**config.mk**
```make
export PLATFORM = sky130hd
export DESIGN_NAME = c_rotate_pipe
export DESIGN_NICKNAME = d
export VERILOG_FILES = /design/src/rtl/c_rotate_pipe.sv
export SDC_FILE = /design/constraint.sdc
export NUM_CORES = 1
export LEC_CHECK = 0
export ABC_CLOCK_PERIOD_IN_PS = 2600
export CAP_MARGIN = 20
export CORE_MARGIN = 2
export CORE_UTILIZATION = 28
export CTS_BUF_LIST = sky130_fd_sc_hd__clkbuf_16
export CTS_CLUSTER_SIZE = 25
export DETAILED_ROUTE_END_ITERATION = 8
export GPL_TIMING_DRIVEN = 0
export PLACE_DENSITY = 0.54
export SYNTH_ARGS = -nofsm -noshare
export SYNTH_HDL_FRONTEND = slang
export SYNTH_SLANG_ARGS = --single-unit
```
**constraint.sdc**
```tcl
create_clock -name clk -period 2.6 [get_ports clk]
set_input_delay 0.52 -clock clk [delete_from_list [all_inputs] [get_ports clk]]
set_output_delay 0.52 -clock clk [all_outputs]
set_load 0.03 [all_outputs]
```
**src/rtl/c_rotate_pipe.sv**
```systemverilog
`default_nettype none
// ============================================================================
// Module      : c_rotate_pipe
// Description : Pipelined, flow-controlled element rotator built as a log2
//               barrel network. Each level can optionally be followed by a
//               register stage (stage_regs bitmask). Rotation direction is
//               chosen per transfer. The amount comes from in_amount or from
//               an internal round-robin pointer. Valid/ready on both sides.
//               Optional feature macro: C_ROTATE_PIPE_RANGE_CHECK_EN
//               (enables the sticky err_range out-of-range flag).
// Revision    : 1.0 - initial release
// ============================================================================
module c_rotate_pipe #(
    parameter int num_elems  = 8,
    parameter int elem_width = 1,
    localparam int amount_width = $clog2(num_elems),
    parameter logic [amount_width-1:0] stage_regs = '0
) (
    input  logic                             clk,
    input  logic                             reset_n,
    input  logic                             in_valid,
    output logic                             in_ready,
    input  logic [num_elems*elem_width-1:0]  in_data,
    input  logic [amount_width-1:0]          in_amount,
    input  logic                             in_dir,
    input  logic                             in_use_ptr,
    output logic                             out_valid,
    input  logic                             out_ready,
    output logic [num_elems*elem_width-1:0]  out_data,
    output logic [amount_width-1:0]          ptr,
    output logic                             err_range
);

    localparam int c_dw = num_elems * elem_width;

    // num_elems widened by one bit so it can be compared against an amount
    // even when num_elems is a power of two and does not fit amount_width.
    localparam logic [amount_width:0]   c_n_ext   = (amount_width + 1)'(num_elems);
    localparam logic [amount_width-1:0] c_n_trunc = amount_width'(num_elems);
    localparam logic [amount_width-1:0] c_last    = amount_width'(num_elems - 1);

    // Per-level handshake/data buses. Index 0 is the input side, index
    // amount_width is the output side; level i sits between i and i+1.
    logic                    w_lv_valid [0:amount_width];
    logic                    w_lv_ready [0:amount_width];
    logic [c_dw-1:0]         w_lv_data  [0:amount_width];
    logic [amount_width-1:0] w_lv_amt   [0:amount_width];
    logic                    w_lv_dir   [0:amount_width];

    logic [amount_width-1:0] r_ptr;
    logic [amount_width-1:0] w_amt_sel;
    logic [amount_width-1:0] w_k;
    logic                    w_accept;

    // ------------------------------------------------------------------
    // Amount selection and reduction into [0, num_elems-1]. Since the
    // selected amount is always below 2*num_elems, one subtract suffices.
    // ------------------------------------------------------------------
    assign w_amt_sel = in_use_ptr ? r_ptr : in_amount;
    assign w_k       = ({1'b0, w_amt_sel} >= c_n_ext) ? (w_amt_sel - c_n_trunc)
                                                       : w_amt_sel;

    assign w_accept  = in_valid && w_lv_ready[0];

    // Input side of the network
    assign w_lv_valid[0] = in_valid;
    assign w_lv_data[0]  = in_data;
    assign w_lv_amt[0]   = w_k;
    assign w_lv_dir[0]   = in_dir;
    assign in_ready      = w_lv_ready[0];

    // Output side of the network
    assign w_lv_ready[amount_width] = out_ready;
    assign out_valid = w_lv_valid[amount_width];
    assign out_data  = w_lv_data[amount_width];

    // ------------------------------------------------------------------
    // Barrel levels. Level i rotates by (2^i mod num_elems) when bit i of
    // the carried amount is set; the amount and direction ride along with
    // the data so every stage sees the control of its own transfer.
    // ------------------------------------------------------------------
    genvar gi, gj;
    generate
        for (gi = 0; gi < amount_width; gi++) begin : g_level
            localparam int c_shift = (1 << gi) % num_elems;

            logic [c_dw-1:0] w_rot;

            for (gj = 0; gj < num_elems; gj++) begin : g_elem
                localparam int c_src_l = (gj + c_shift) % num_elems;
                localparam int c_src_r = (gj + num_elems - c_shift) % num_elems;

                assign w_rot[gj*elem_width +: elem_width] =
                    !w_lv_amt[gi][gi] ? w_lv_data[gi][gj*elem_width      +: elem_width] :
                    w_lv_dir[gi]      ? w_lv_data[gi][c_src_r*elem_width +: elem_width] :
                                        w_lv_data[gi][c_src_l*elem_width +: elem_width];
            end

            if (stage_regs[gi]) begin : g_reg
                logic                    r_valid;
                logic [c_dw-1:0]         r_data;
                logic [amount_width-1:0] r_amt;
                logic                    r_dir;

                // A stage may load when it is empty or its content leaves
                assign w_lv_ready[gi] = !r_valid || w_lv_ready[gi+1];

                // Stage occupancy; cleared by reset so in-flight data is dropped
                always_ff @(posedge clk or negedge reset_n) begin
                    if (!reset_n) begin
                        r_valid <= 1'b0;
                    end else if (w_lv_ready[gi]) begin
                        r_valid <= w_lv_valid[gi];
                    end
                end

                // Payload capture; contents are don't-care while the stage is empty
                always_ff @(posedge clk) begin
                    if (w_lv_ready[gi] && w_lv_valid[gi]) begin
                        r_data <= w_rot;
                        r_amt  <= w_lv_amt[gi];
                        r_dir  <= w_lv_dir[gi];
                    end
                end

                assign w_lv_valid[gi+1] = r_valid;
                assign w_lv_data[gi+1]  = r_data;
                assign w_lv_amt[gi+1]   = r_amt;
                assign w_lv_dir[gi+1]   = r_dir;
            end else begin : g_comb
                assign w_lv_ready[gi]   = w_lv_ready[gi+1];
                assign w_lv_valid[gi+1] = w_lv_valid[gi];
                assign w_lv_data[gi+1]  = w_rot;
                assign w_lv_amt[gi+1]   = w_lv_amt[gi];
                assign w_lv_dir[gi+1]   = w_lv_dir[gi];
            end
        end
    endgenerate

    // ------------------------------------------------------------------
    // Round-robin pointer: advances only on transfers that consumed it,
    // so the amount used is always the pre-increment value.
    // ------------------------------------------------------------------
    always_ff @(posedge clk or negedge reset_n) begin
        if (!reset_n) begin
            r_ptr <= '0;
        end else if (w_accept && in_use_ptr) begin
            r_ptr <= (r_ptr == c_last) ? '0 : (r_ptr + 1'b1);
        end
    end

    assign ptr = r_ptr;

    // ------------------------------------------------------------------
    // Out-of-range reporting. The data path always uses the reduced
    // amount; this flag only records that an explicit amount overflowed.
    // ------------------------------------------------------------------
`ifdef C_ROTATE_PIPE_RANGE_CHECK_EN
    logic r_err_range;

    // Sticky flag set by any accepted explicit amount >= num_elems
    always_ff @(posedge clk or negedge reset_n) begin
        if (!reset_n) begin
            r_err_range <= 1'b0;
        end else if (w_accept && !in_use_ptr && ({1'b0, in_amount} >= c_n_ext)) begin
            r_err_range <= 1'b1;
        end
    end

    assign err_range = r_err_range;
`else
    assign err_range = 1'b0;
`endif

endmodule
`default_nettype wire

```
==> impl_results.md <==
- Status: finished, final reports clean
- Seq/Total Area, Yosys: 8.61%
- GRT Total Usage: 15.7%
- First-pass GRT wire length: 4350 µm
- Die Span Y: roughly 60 µm
- RSZ-0062 raised after global routing: yes
- Port Buffers: 29
- Final Wtd Congestion: 0.842
- Largest family of logic cells by synthesized area: multiplexers
- Final period utilization: a little over nine tenths
- Mapped Cells: 92
- Total CTS buffers: 3
- Setup TNS: 0 ns
- Nets: ~160
- Mapped cell area: 872 µm²
- Fin. Hold Viols: 0
- DP Worst Slack: -1.32 ns
- Crit-path max FO: 5
- CTS root buf: clkbuf_16
- Final setup violation count: 0
- XOR/XNOR Fraction of Synth Area: 0%
- Hold_buf cts: 0
- Layout Cells excl Fill: 168
- Yosys cell types: 29
- #FFs+latches synth: 3
- DRT iter0 DRCs: 26
- Starting Density: 29.0%
- Final WS setup: 0.0274 ns
- Placed wire-length estimate: 1970 µm
- CTS tree: yes
- Vias per cell: roughly 5.5
- Initial antenna violation count: 0
- Final Slew Violations: 0
- Mapped Nets: 111
- Wire length per cell: 15.8 µm
- Main synth FF type: dfrtp_1
- Largest net degree at the start of global routing: 11
- Final antenna-violating net count: 0
- Worst setup startpoint: in_dir
- Worst setup EP type: output pin
- Fin crit period: 2.57 ns
- Drt first pass iters: 4
- EDFF count, synth: 0
- Io pins: 31
- Compound-Gate Fraction of Synth Area: 16.1%
- Synth top area share: 19.5%
- # diodes: 0
- Routed via count: around 920
- Number of max-cap violations: 0
- Post-synthesis mux area share: 51.2%
- Number of flip-flops in the largest register: 3
- Clock Skews: 0.00131 ns
- Core Box Area: 3000 µm²
- Post-synthesis simple-gate area fraction: 12.2%
- Overflow after GRT: 0
- Synth warnings: 0
- Placed Instances: 154
- Routed wire length: 2650 µm
- Syn avg cell area: 9.48 µm²
- Clock sink count: 3
- F_max: 389 MHz
- Pwr Total: 1120 µW
- Die W: 59.8 µm
- Htree depth: 1
- Leak: 0.000647 µW
- Die area: 3580 µm²
- Top area cells in the synthesized netlist: mux2i_1 (20%), mux2_2 (13%), mux4_2 (13%)
- Area grow syn2layout: 58.7%
- Required time of the critical path: ~2.1 ns
- Reg-to-reg startpoint: ptr[0]
- Row count: 20
- Layout cells sized above 1: about 44%
- Min-Delay Path Class: input pin to async pin
- Clock latency on the worst-skew pair: 0.22 ns
- Pwr dens: 806 nW/µm²
- WS Path Type: input pin to output pin
- Number of global-route vias before repair: 914
- Peak supply drop: around 0.57 mV
- Drt drc: 0
- CP startpoint kind: input pin
- Ys async rst share: 100%
- Adder-Cell Fraction of Synth Area: under 10%
- Arr. time, crit path: between 2 and 2.5 ns
- Utilization after layout: 46.1%
- Post-synth top area cell: mux2i_1
- Clk buf depth: 2
- Worst-path clk slew: 0.03 ns
==> area by class of cell <==
cell class / instances / area [µm²]
plain buffers: 8 / 65.1
multi-input cells: 77 / 766
well taps: 33 / 41.3
clock inverters: 1 / 3.75
clock buffers: 3 / 75.1
fillers: 296 / 1620
repair buffers: 39 / 340
flip-flops and latches: 3 / 77.6
inverters: 4 / 15.0
==> cells by family after synthesis <==
logic type	count (synthesis)
AO/OA/AOI/OAI	19
adder cells (fa/ha/maj)	2
buffers and inverters	12
flip-flops	3
multiplexers	35
other	1
AND/OR/NAND/NOR	20
==> report_power, final <==
group / switching, µW / leakage (µW) / internal (µW)
clock network: 39.8 / 0.0000423 / 198
registers: 57.2 / 0.0000347 / 68.7
logic: 387 / 0.000570 / 364
total: 484 / 0.000647 / 631
==> layer usage <==
| metal | up-vias | GRT usage [%] | share of wire, % |
|---|---|---|---|
| li1 | 450 | - | - |
| met1 | 442 | 21.7 | 46 |
| met2 | 21 | 25.5 | 50 |
| met3 | 4 | 1.95 | 2.8 |
| met4 | 0 | 4.76 | 1.5 |
| met5 | - | 0 | 0 |
==> cells in the mapped netlist (2+ instances only) <==
cell	number
a211o_1	4
a31oi_1	3
buf_4	4
buf_6	2
clkbuf_1	2
dfrtp_1	3
ha_1	2
inv_1	4
mux2_2	10
mux2i_1	17
mux4_2	5
nand2_1	4
nand2b_1	2
nor2_1	5
nor3_1	2
nor3b_1	4
o21ai_0	4
o32ai_1	4
==> layout by cell type, fill, tap and decap left out, types with 3 or more instances in the layout <==
cell type and count:
a211o_1 4, buf_2 3, buf_4 12, buf_6 9, clkbuf_16 3, clkbuf_2 9
clkdlybuf4s50_1 8, inv_1 5, mux2_2 10, mux2i_1 15, mux4_2 5, nand2_1 4
nor2_1 5, nor3b_1 4, o21ai_0 4, o32ai_1 4
==> through the flow <==
| step | hold slack [ns] | cell area, µm² |
|---|---|---|
| 6_report | 0.490 | 1380 |
| 5_1_grt | 0.500 | 1380 |
| 4_1_cts | 0.495 | 1360 |
| 3_5_place_dp | 0.588 | 1200 |
| 3_3_place_gp | 0.584 | 1200 |
| 2_1_floorplan | 0.224 | 872 |
==> worst paths after layout <==
check                         endpoint  slack [ns]  cells past startpoint
setup / recovery           out_data[5]        0.03                      6
hold / removal                  ptr[1]        0.49                      1
setup reg to reg                ptr[2]        1.19                      4
hold reg to reg                 ptr[0]        0.58                      1
max in group asynchronous       ptr[0]        1.94                      1
min in group clk                ptr[0]        0.58                      1
==> repair_timing <==
item	4_1_cts	5_1_grt
setup buffers	7	2
cloned	1	0
setup endpoints to repair	8	7
resized for setup	80	28
endpoints found under the hold margin	0	0
pin swaps	4	2
==> worst max-delay path, stage by stage <==
cell and delay (ns):
buf_4 0.11, buf_6 0.11, mux2_2 0.33, mux4_2 0.49
a211o_1 0.34, buf_6 0.15
(Power assumes the default switching activity.)
